### config.mk
export PLATFORM = sky130hd
export DESIGN_NAME = add_arbiter
export DESIGN_NICKNAME = d
export VERILOG_FILES = /design/src/rtl/add_arb_pkg.sv /design/src/rtl/adder32bit.sv /design/src/rtl/add_arbiter.sv
export SDC_FILE = /design/constraint.sdc
export NUM_CORES = 1
export LEC_CHECK = 0
export ABC_AREA = 1
export BUFFER_PORTS_ARGS = -buffer_cell sky130_fd_sc_hd__buf_2
export CAP_MARGIN = 15
export CORE_ASPECT_RATIO = 0.6
export CORE_UTILIZATION = 45
export CTS_BUF_LIST = sky130_fd_sc_hd__clkbuf_16
export DETAILED_ROUTE_END_ITERATION = 10
export GPL_TIMING_DRIVEN = 1
export HOLD_SLACK_MARGIN = 0.12
export PLACE_DENSITY_LB_ADDON = 0.1
export SETUP_SLACK_MARGIN = 0.15
export SLEW_MARGIN = 10
export SYNTH_ARGS = -nofsm -noshare
export SYNTH_HDL_FRONTEND = slang
export SYNTH_SLANG_ARGS = --single-unit
### constraint.sdc
create_clock -name clk -period 2.6 [get_ports clk]
set_clock_uncertainty 0.2 [all_clocks]
set_input_delay 0.26 -clock clk [delete_from_list [all_inputs] [get_ports clk]]
set_output_delay 0.26 -clock clk [all_outputs]
set_load 0.005 [all_outputs]
### src/rtl/add_arb_pkg.sv
// ---------------------------------------------------------------------------
// add_arb_pkg -- shared definitions for the round-robin adder arbiter.
//   state_t        : controller states (IDLE, EXEC, RESP)
//   ADD_ARB_NREQ   : default number of requesters
//   ADD_ARB_WIDTH  : default operand / sum width
// ---------------------------------------------------------------------------
package add_arb_pkg;

  localparam int ADD_ARB_NREQ  = 4;
  localparam int ADD_ARB_WIDTH = 32;

  typedef enum logic [1:0] {
    IDLE = 2'd0,
    EXEC = 2'd1,
    RESP = 2'd2
  } state_t;

endpackage

### src/rtl/adder32bit.sv
// ---------------------------------------------------------------------------
// adder32bit -- plain ripple/inferred adder with carry-in and carry-out.
//   a, b  : operands (WIDTH bits)
//   cin   : carry-in
//   s     : (a + b + cin) mod 2^WIDTH
//   cout  : bit WIDTH of the full sum
// ---------------------------------------------------------------------------
module adder32bit #(
  parameter int WIDTH = 32
) (
  input  logic [WIDTH-1:0] a,
  input  logic [WIDTH-1:0] b,
  input  logic             cin,
  output logic [WIDTH-1:0] s,
  output logic             cout
);

  assign {cout, s} = {1'b0, a} + {1'b0, b} + {{WIDTH{1'b0}}, cin};

endmodule

### src/rtl/add_arbiter.sv
// ---------------------------------------------------------------------------
// add_arbiter -- round-robin arbiter in front of a single shared adder.
// One operation is in flight at a time: IDLE grants one requester, EXEC
// registers the sum, RESP holds the result until the consumer takes it.
//
// Ports:
//   clk, rst_n      : clock, asynchronous active-low reset
//   req_valid[i]    : requester i has an operation pending (held until taken)
//   req_a, req_b    : packed operands, requester i at [i*WIDTH +: WIDTH]
//   req_cin[i]      : per-requester carry-in
//   req_ready[i]    : one-hot accept pulse to the winning requester
//   rsp_valid       : result available (RESP state)
//   rsp_ready       : consumer accepts result
//   rsp_sum, rsp_cout, rsp_id : registered result, carry-out, owner index
//
// Configuration macro ADD_ARB_CARRY_EN: when defined, req_cin feeds the
// adder carry-in and rsp_cout carries the adder carry-out; otherwise the
// carry-in is 0, req_cin is ignored and rsp_cout is tied 0.
// ---------------------------------------------------------------------------
module add_arbiter
  import add_arb_pkg::*;
#(
  parameter int NREQ  = ADD_ARB_NREQ,
  parameter int WIDTH = ADD_ARB_WIDTH
) (
  input  logic                     clk,
  input  logic                     rst_n,
  input  logic [NREQ-1:0]          req_valid,
  input  logic [NREQ*WIDTH-1:0]    req_a,
  input  logic [NREQ*WIDTH-1:0]    req_b,
  input  logic [NREQ-1:0]          req_cin,
  output logic [NREQ-1:0]          req_ready,
  output logic                     rsp_valid,
  input  logic                     rsp_ready,
  output logic [WIDTH-1:0]         rsp_sum,
  output logic                     rsp_cout,
  output logic [$clog2(NREQ)-1:0]  rsp_id
);

  localparam int ID_W = $clog2(NREQ);
  localparam int PW   = ID_W + 1;  // room for rr_ptr + offset before wrapping

  state_t           state, state_nxt;
  logic [ID_W-1:0]  rr_ptr, rr_ptr_nxt;
  logic [ID_W-1:0]  grant_idx;
  logic             grant_any;
  logic [PW-1:0]    cand;
  logic             take;

  logic [WIDTH-1:0] a_arr [NREQ];
  logic [WIDTH-1:0] b_arr [NREQ];
  logic [WIDTH-1:0] op_a, op_b;
  logic [ID_W-1:0]  op_id;
  logic             add_cin;
  logic [WIDTH-1:0] add_s;
  logic             add_cout;

  for (genvar g = 0; g < NREQ; g++) begin : g_unpack
    assign a_arr[g] = req_a[g*WIDTH +: WIDTH];
    assign b_arr[g] = req_b[g*WIDTH +: WIDTH];
  end

  // Round-robin pick: first set req_valid bit at or above rr_ptr, wrapping.
  always_comb begin
    // NOTE: every variable gets a default before any condition so no latch is inferred.
    grant_any = 1'b0;
    grant_idx = '0;
    cand      = '0;
    for (int k = 0; k < NREQ; k++) begin
      cand = {1'b0, rr_ptr} + PW'(k);
      if (cand >= PW'(NREQ)) cand = cand - PW'(NREQ);
      if (!grant_any && req_valid[cand[ID_W-1:0]]) begin
        grant_any = 1'b1;
        grant_idx = cand[ID_W-1:0];
      end
    end
  end

  assign take       = (state == IDLE) && grant_any;
  assign rr_ptr_nxt = (grant_idx == ID_W'(NREQ - 1)) ? '0 : grant_idx + ID_W'(1);

  // Gated with rst_n so no grant is ever visible while reset is held.
  assign req_ready = (take && rst_n) ? (NREQ'(1) << grant_idx) : '0;
  assign rsp_valid = (state == RESP);

  always_comb begin
    state_nxt = state;
    case (state)
      IDLE:    if (grant_any) state_nxt = EXEC;
      EXEC:    state_nxt = RESP;
      RESP:    if (rsp_ready) state_nxt = IDLE;
      default: state_nxt = IDLE;
    endcase
  end

  always_ff @(posedge clk or negedge rst_n) begin
    // NOTE: sequential state uses non-blocking assignments so all registers update from pre-edge values.
    if (!rst_n) state <= IDLE;
    else        state <= state_nxt;
  end

  always_ff @(posedge clk or negedge rst_n) begin
    if (!rst_n) begin
      // NOTE: operand holding registers are reset too, so nothing undefined can reach rsp_* after bring-up.
      rr_ptr  <= '0;
      op_a    <= '0;
      op_b    <= '0;
      op_id   <= '0;
      rsp_sum <= '0;
      rsp_id  <= '0;
    end else begin
      if (take) begin
        op_a   <= a_arr[grant_idx];
        op_b   <= b_arr[grant_idx];
        op_id  <= grant_idx;
        rr_ptr <= rr_ptr_nxt;
      end
      if (state == EXEC) begin
        rsp_sum <= add_s;
        rsp_id  <= op_id;
      end
    end
  end

`ifdef ADD_ARB_CARRY_EN
  logic op_cin;
  logic rsp_cout_q;

  always_ff @(posedge clk or negedge rst_n) begin
    if (!rst_n) begin
      op_cin     <= 1'b0;
      rsp_cout_q <= 1'b0;
    end else begin
      if (take)          op_cin     <= req_cin[grant_idx];
      if (state == EXEC) rsp_cout_q <= add_cout;
    end
  end

  assign add_cin  = op_cin;
  assign rsp_cout = rsp_cout_q;
`else
  logic unused_carry;

  assign add_cin      = 1'b0;
  assign rsp_cout     = 1'b0;
  assign unused_carry = ^{req_cin, add_cout};
`endif

  adder32bit #(
    .WIDTH (WIDTH)
  ) u_adder (
    .a    (op_a),
    .b    (op_b),
    .cin  (add_cin),
    .s    (add_s),
    .cout (add_cout)
  );

endmodule
==> results by group, run 1 <==
Placed design
  • Final HPWL DP: about 24000 microns
  • RD Place Congestion: approximately 0.96
  • Port bufs: around 300

Logic synthesis
  • Synth warn: 0
  • Post-synth EDFFs: 0
  • Dominant cells by area after synthesis: nand2_1 32%, dfrtp_1 31%, nand3_1 7.3%, inv_1 5.4%, ha_1 5.2%
  • Register area share after synthesis: 30.7%
  • Async SR Flop Fraction: 100%
  • Synth top area share: 31.7%
  • Synth Flop Type: dfrtp_1
  • Area of the mapped netlist: about 8500 sq um
  • FF+latch count, synth: around 100
  • Area leader, netlist: nand2_1
  • Top cells by count, synth: 715 x nand2_1, 124 x nand3_1, 123 x inv_1
  • Syn_nets: approximately 1700
  • Most common cell in the synthesized netlist: nand2_1
  • Synth cell types: 33
  • Synth Instances: between 1000 and 1500
  • Mean area per synthesized cell: 6.00 sq um

STA
  • Worst_ep grt: req_ready[0]
  • WEP type: output port

CTS
  • CTS Sinks: approximately 100
  • H-tree levels: 3
  • Root buffer cell: clkbuf_16
  • CTS buffer count: 9
  • Longest Clk Path Bufs: 2

Floorplan
  • Cell Rows: 38
  • Die Ht: approximately 110 microns
  • Die W: 179 microns
  • Starting Density: between 40 and 50%
  • Top-Level Pins: between 300 and 400

GRT
  • Pin count of the biggest net entering global routing: between 50 and 60
  • GRT overflow: 26
  • Total track usage: about 62%

Run status
  • Stop Error: [ERROR GRT-0232] Routing congestion too high. Check the congestion heatmap in the GUI.
  • Halt Stage: 5_1_grt
  • Outcome: did not finish
[layer usage]
layer,track usage (%),overflow
met1,69.6,0
met3,41.8,0
met5,11.5,0
met4,48.3,13
met2,80.3,13
[stage by stage]
stage	area [sq um]	hold slack [ps]	TNS [ps]	worst slack [ps]	instances
after detailed placement	10300	-92.7	-3380	-112	1923
after CTS	13100	121	-262	-43.7	2149
after floorplan	8480	-236	0	343	1413
after global placement	10300	-95.8	-651	-24.2	1923
[logic make-up after synthesis]
| group | after synthesis | synth area share, % |
|---|---|---|
| simple gates | 971 | 47.1 |
| buf+inv | 192 | 9.65 |
| flops | 104 | 30.7 |
| compound gates | 101 | 6.30 |
| fa+ha+maj | 36 | 5.40 |
| xor+xnor | 8 | 0.826 |
| other cells | 1 | 0.0442 |
[timing repair]
item,4_1_cts
gates cloned,12
hold buffers,184
resized for setup,59
hold endpoints to repair,153
pin swaps,17
endpoints found under the setup margin,63
setup buffers,15
==> run 2: changes to the inputs <==
CORE_ASPECT_RATIO = not set   (was 0.6)
CORE_UTILIZATION = 30   (was 45)
CTS_BUF_LIST = not set   (was sky130_fd_sc_hd__clkbuf_16)
HOLD_SLACK_MARGIN = not set   (was 0.12)
PLACE_DENSITY_LB_ADDON = 0.15   (was 0.1)
SETUP_SLACK_MARGIN = not set   (was 0.15)
==> run 2 against run 1 <==
  * The flow now finishes, with violations (setup timing)
  * Synthesized area did not move
  * Synthesized cell count did not move
==> results by group, run 2 <==
Floorplan
  • Die Ht: 170 microns (+57%)
  • Cell Rows: 61 (+61%)
  • Die area: between 20000 and 30000 sq um
  • Core area: 27800 sq um
  • Starting Density: 30.5% (-16 points)
  • Top-Level Pins: 307 (unchanged)
  • Die W: 170 microns (-5.1%)

STA
  • Worst Slack Setup Final: -159 ps
  • Period utilization: 106%
  • Setup-failing EPs final: between 50 and 60
  • Tmin final: 2760 ps
  • RSZ-0062 raised after global routing: true
  • Actual slew at the worst max-slew pin: 804 ps
  • Max-slew violation count: 0
  • Max Clk Rate: 362 MHz
  • Rel. slew slack: 46.4%
  • Final hold viol count: 0

Job
  • Max Cap Viol: 0

Setup path
  • Worst path slowest cell: dfrtp_2
  • Buf/Inv on CP: 6
  • R2r worst-path depth: 19
  • R2R Setup Slk: -90 ps
  • WP data arrival: roughly 2300 ps
  • Nature of the critical path endpoint: primary output
  • Crit start category: flip-flop
  • Required time worst endpoint: ~2100 ps
  • Worst-path maximum fanout: 7
  • Cell family with most CP delay: simple AND/OR/NAND/NOR gates
  • WP depth: 14
  • Delay of the slowest cell on the worst path: just under 500 ps
  • Most frequent CP cell: buf_6
  • Crit-path cells: buf_6 -> nand2_2 -> nand3_2 -> nand2_2 -> nor2_4 -> buf_6 -> nand3_4 -> buf_6 -> nand3_4 -> inv_6 -> ha_4 -> inv_2 -> nor2_1 -> buf_2
  • Crit Path Class: flip-flop to primary output

CTS
  • H-tree levels: 3 (unchanged)
  • Clock latency on the worst-skew pair: about 360 ps
  • Longest Clk Path Bufs: 2 (unchanged)
  • CTS Sinks: 104 (unchanged)
  • CTS buffer count: 9 (unchanged)
  • CTS tree: done
  • Root buffer cell: clkbuf_16
  • Clk slew on worst S/H paths: 80 ps

Logic synthesis
  • Syn_nets: 1716 (unchanged)
  • Synth Flop Type: dfrtp_1
  • Synth Instances: 1413 (unchanged)
  • Most common cell in the synthesized netlist: nand2_1
  • Register area share after synthesis: 30.7% (unchanged)
  • Post-synth EDFFs: 0 (unchanged)
  • Dominant cells by area after synthesis: nand2_1 32%, dfrtp_1 31%, nand3_1 7.3%, inv_1 5.4%, ha_1 5.2%
  • Synth top area share: 31.7% (unchanged)
  • Synth cell types: 33 (unchanged)
  • Mean area per synthesized cell: 6.00 sq um (unchanged)
  • Area leader, netlist: nand2_1
  • Synth warn: 0 (unchanged)
  • Top cells by count, synth: 715 x nand2_1, 124 x nand3_1, 123 x inv_1
  • Area of the mapped netlist: 8480 sq um (unchanged)
  • Async SR Flop Fraction: 100% (unchanged)
  • FF+latch count, synth: 104 (unchanged)

Routing
  • DRT met1 WL: ~16000 microns
  • Final WL: between 30000 and 40000 microns
  • WL met3: between 1500 and 2000 microns
  • DRC: 0
  • Max layer used: met4
  • Post-DRT Antenna Nets: 0
  • Total number of vias: between 10000 and 15000
  • Vias per cell: about 4.8
  • DRT iter0 DRCs: ~560
  • DRT Pass-1 Iters: 5
  • Met2 WL post-DR: between 15000 and 20000 microns
  • Avg WL per Cell: ~17 microns

Layout
  • Most frequent cells in the layout: 564 x nand2_1, 300 x buf_2, 120 x nand2_2, 119 x inv_1, 102 x dfrtp_1
  • Area growth from synthesis to layout: 49.0%
  • Layout cells sized above 1: 35.3%
  • # nets final: 2052
  • Top flop regs: op_a (32), op_b (32), rsp_sum (32)
  • Final Cell Area: 12600 sq um
  • Post-layout util: a little under half
  • Most common cell after layout, fill and taps aside: nand2_1

GRT
  • GRT overflow: 0
  • Pin count of the biggest net entering global routing: ~110
  • Total track usage: between 20 and 25%
  • First-pass GRT wire length: 48700 microns
  • Vias in the first global route: around 9300
  • Initial antenna violation count: 4

Placed design
  • RD Place Congestion: 0.933 (-2.4%)
  • DP Area: 10400 sq um (+1.3%)
  • Final HPWL DP: 24600 microns (+4.7%)
  • Port bufs: 301 (unchanged)

Run status
  • Failing checks: setup timing
  • Outcome: finished with violations

Min path
  • Worst Hold Depth: 5
  • Hold Crit Class: input port to flip-flop
-- run 2: cell counts after synthesis --
Identical to the previous run, type by type.
-- run 2: layout make-up --
type / instances / area [sq um]
Tap cell: 378 / 473
Timing Repair Buffer: 387 / 2790
Antenna cell: 3 / 7.51
Inverter: 127 / 492
Fill cell: 3010 / 15200
Clock inverter: 6 / 50.0
Clock buffer: 10 / 239
Sequential cell: 104 / 2610
Multi-Input combinational cell: 1120 / 5980
-- run 2: worst paths after layout --
path                             start           end
max in group asynchronous        rst_n     rr_ptr[1]
min                          req_a[74]      op_a[10]
max reg2reg                  rr_ptr[0]       op_b[9]
max                          rr_ptr[0]  req_ready[3]
min in group asynchronous        rst_n      state[1]
min reg2reg                rsp_sum[25]   rsp_sum[25]
-- run 2: kinds of logic after synthesis --
| family | synth area share, % |
|---|---|
| buffers and inverters | 9.65 |
| and+or+nand+nor | 47.1 |
| other | 0.0442 |
| AOI/OAI and AO/OA | 6.30 |
| xor gates and xnor gates | 0.826 |
| adders and majority gates | 5.40 |
| DFF | 30.7 |
-- run 2: layer usage --
metal	vias to the layer above	global-route usage [%]
li1	5145	-
met1	4780	30.0
met2	318	35.7
met3	31	3.07
met4	0	4.66
met5	-	0
-- run 2: metrics by stage --
step | instances | hold WS (ps) | TNS, ps | worst slack (ps)
floorplan | 1413 | -236 | 0 | 343
global route | 2134 | 11.9 | -9550 | -254
global placement | 2056 | 229 | -1450 | -47.8
detailed placement | 2056 | 228 | -2940 | -115
CTS | 2095 | 0.763 | -4700 | -168
finish | 2135 | 1.29 | -1790 | -159
-- run 2: repair_timing --
action                                 4_1_cts  5_1_grt
endpoints found under the hold margin      115        0
hold buffers                                14        0
cloned                                       3       25
pin swaps                                    8       91
setup endpoints to repair                   50       75
gates resized for setup                     19      286
buffers inserted                             6       13
-- run 2: tightest hold or removal path, delay by kind of cell --
kind                   cells  cell delay (ps)
buffers and inverters      1               80
AND/OR/NAND/NOR            4              180
Power of run 2 is left out: the tool's default activity adds up to more than one toggle a clock period on the data nets, which glitch-free logic cannot reach.
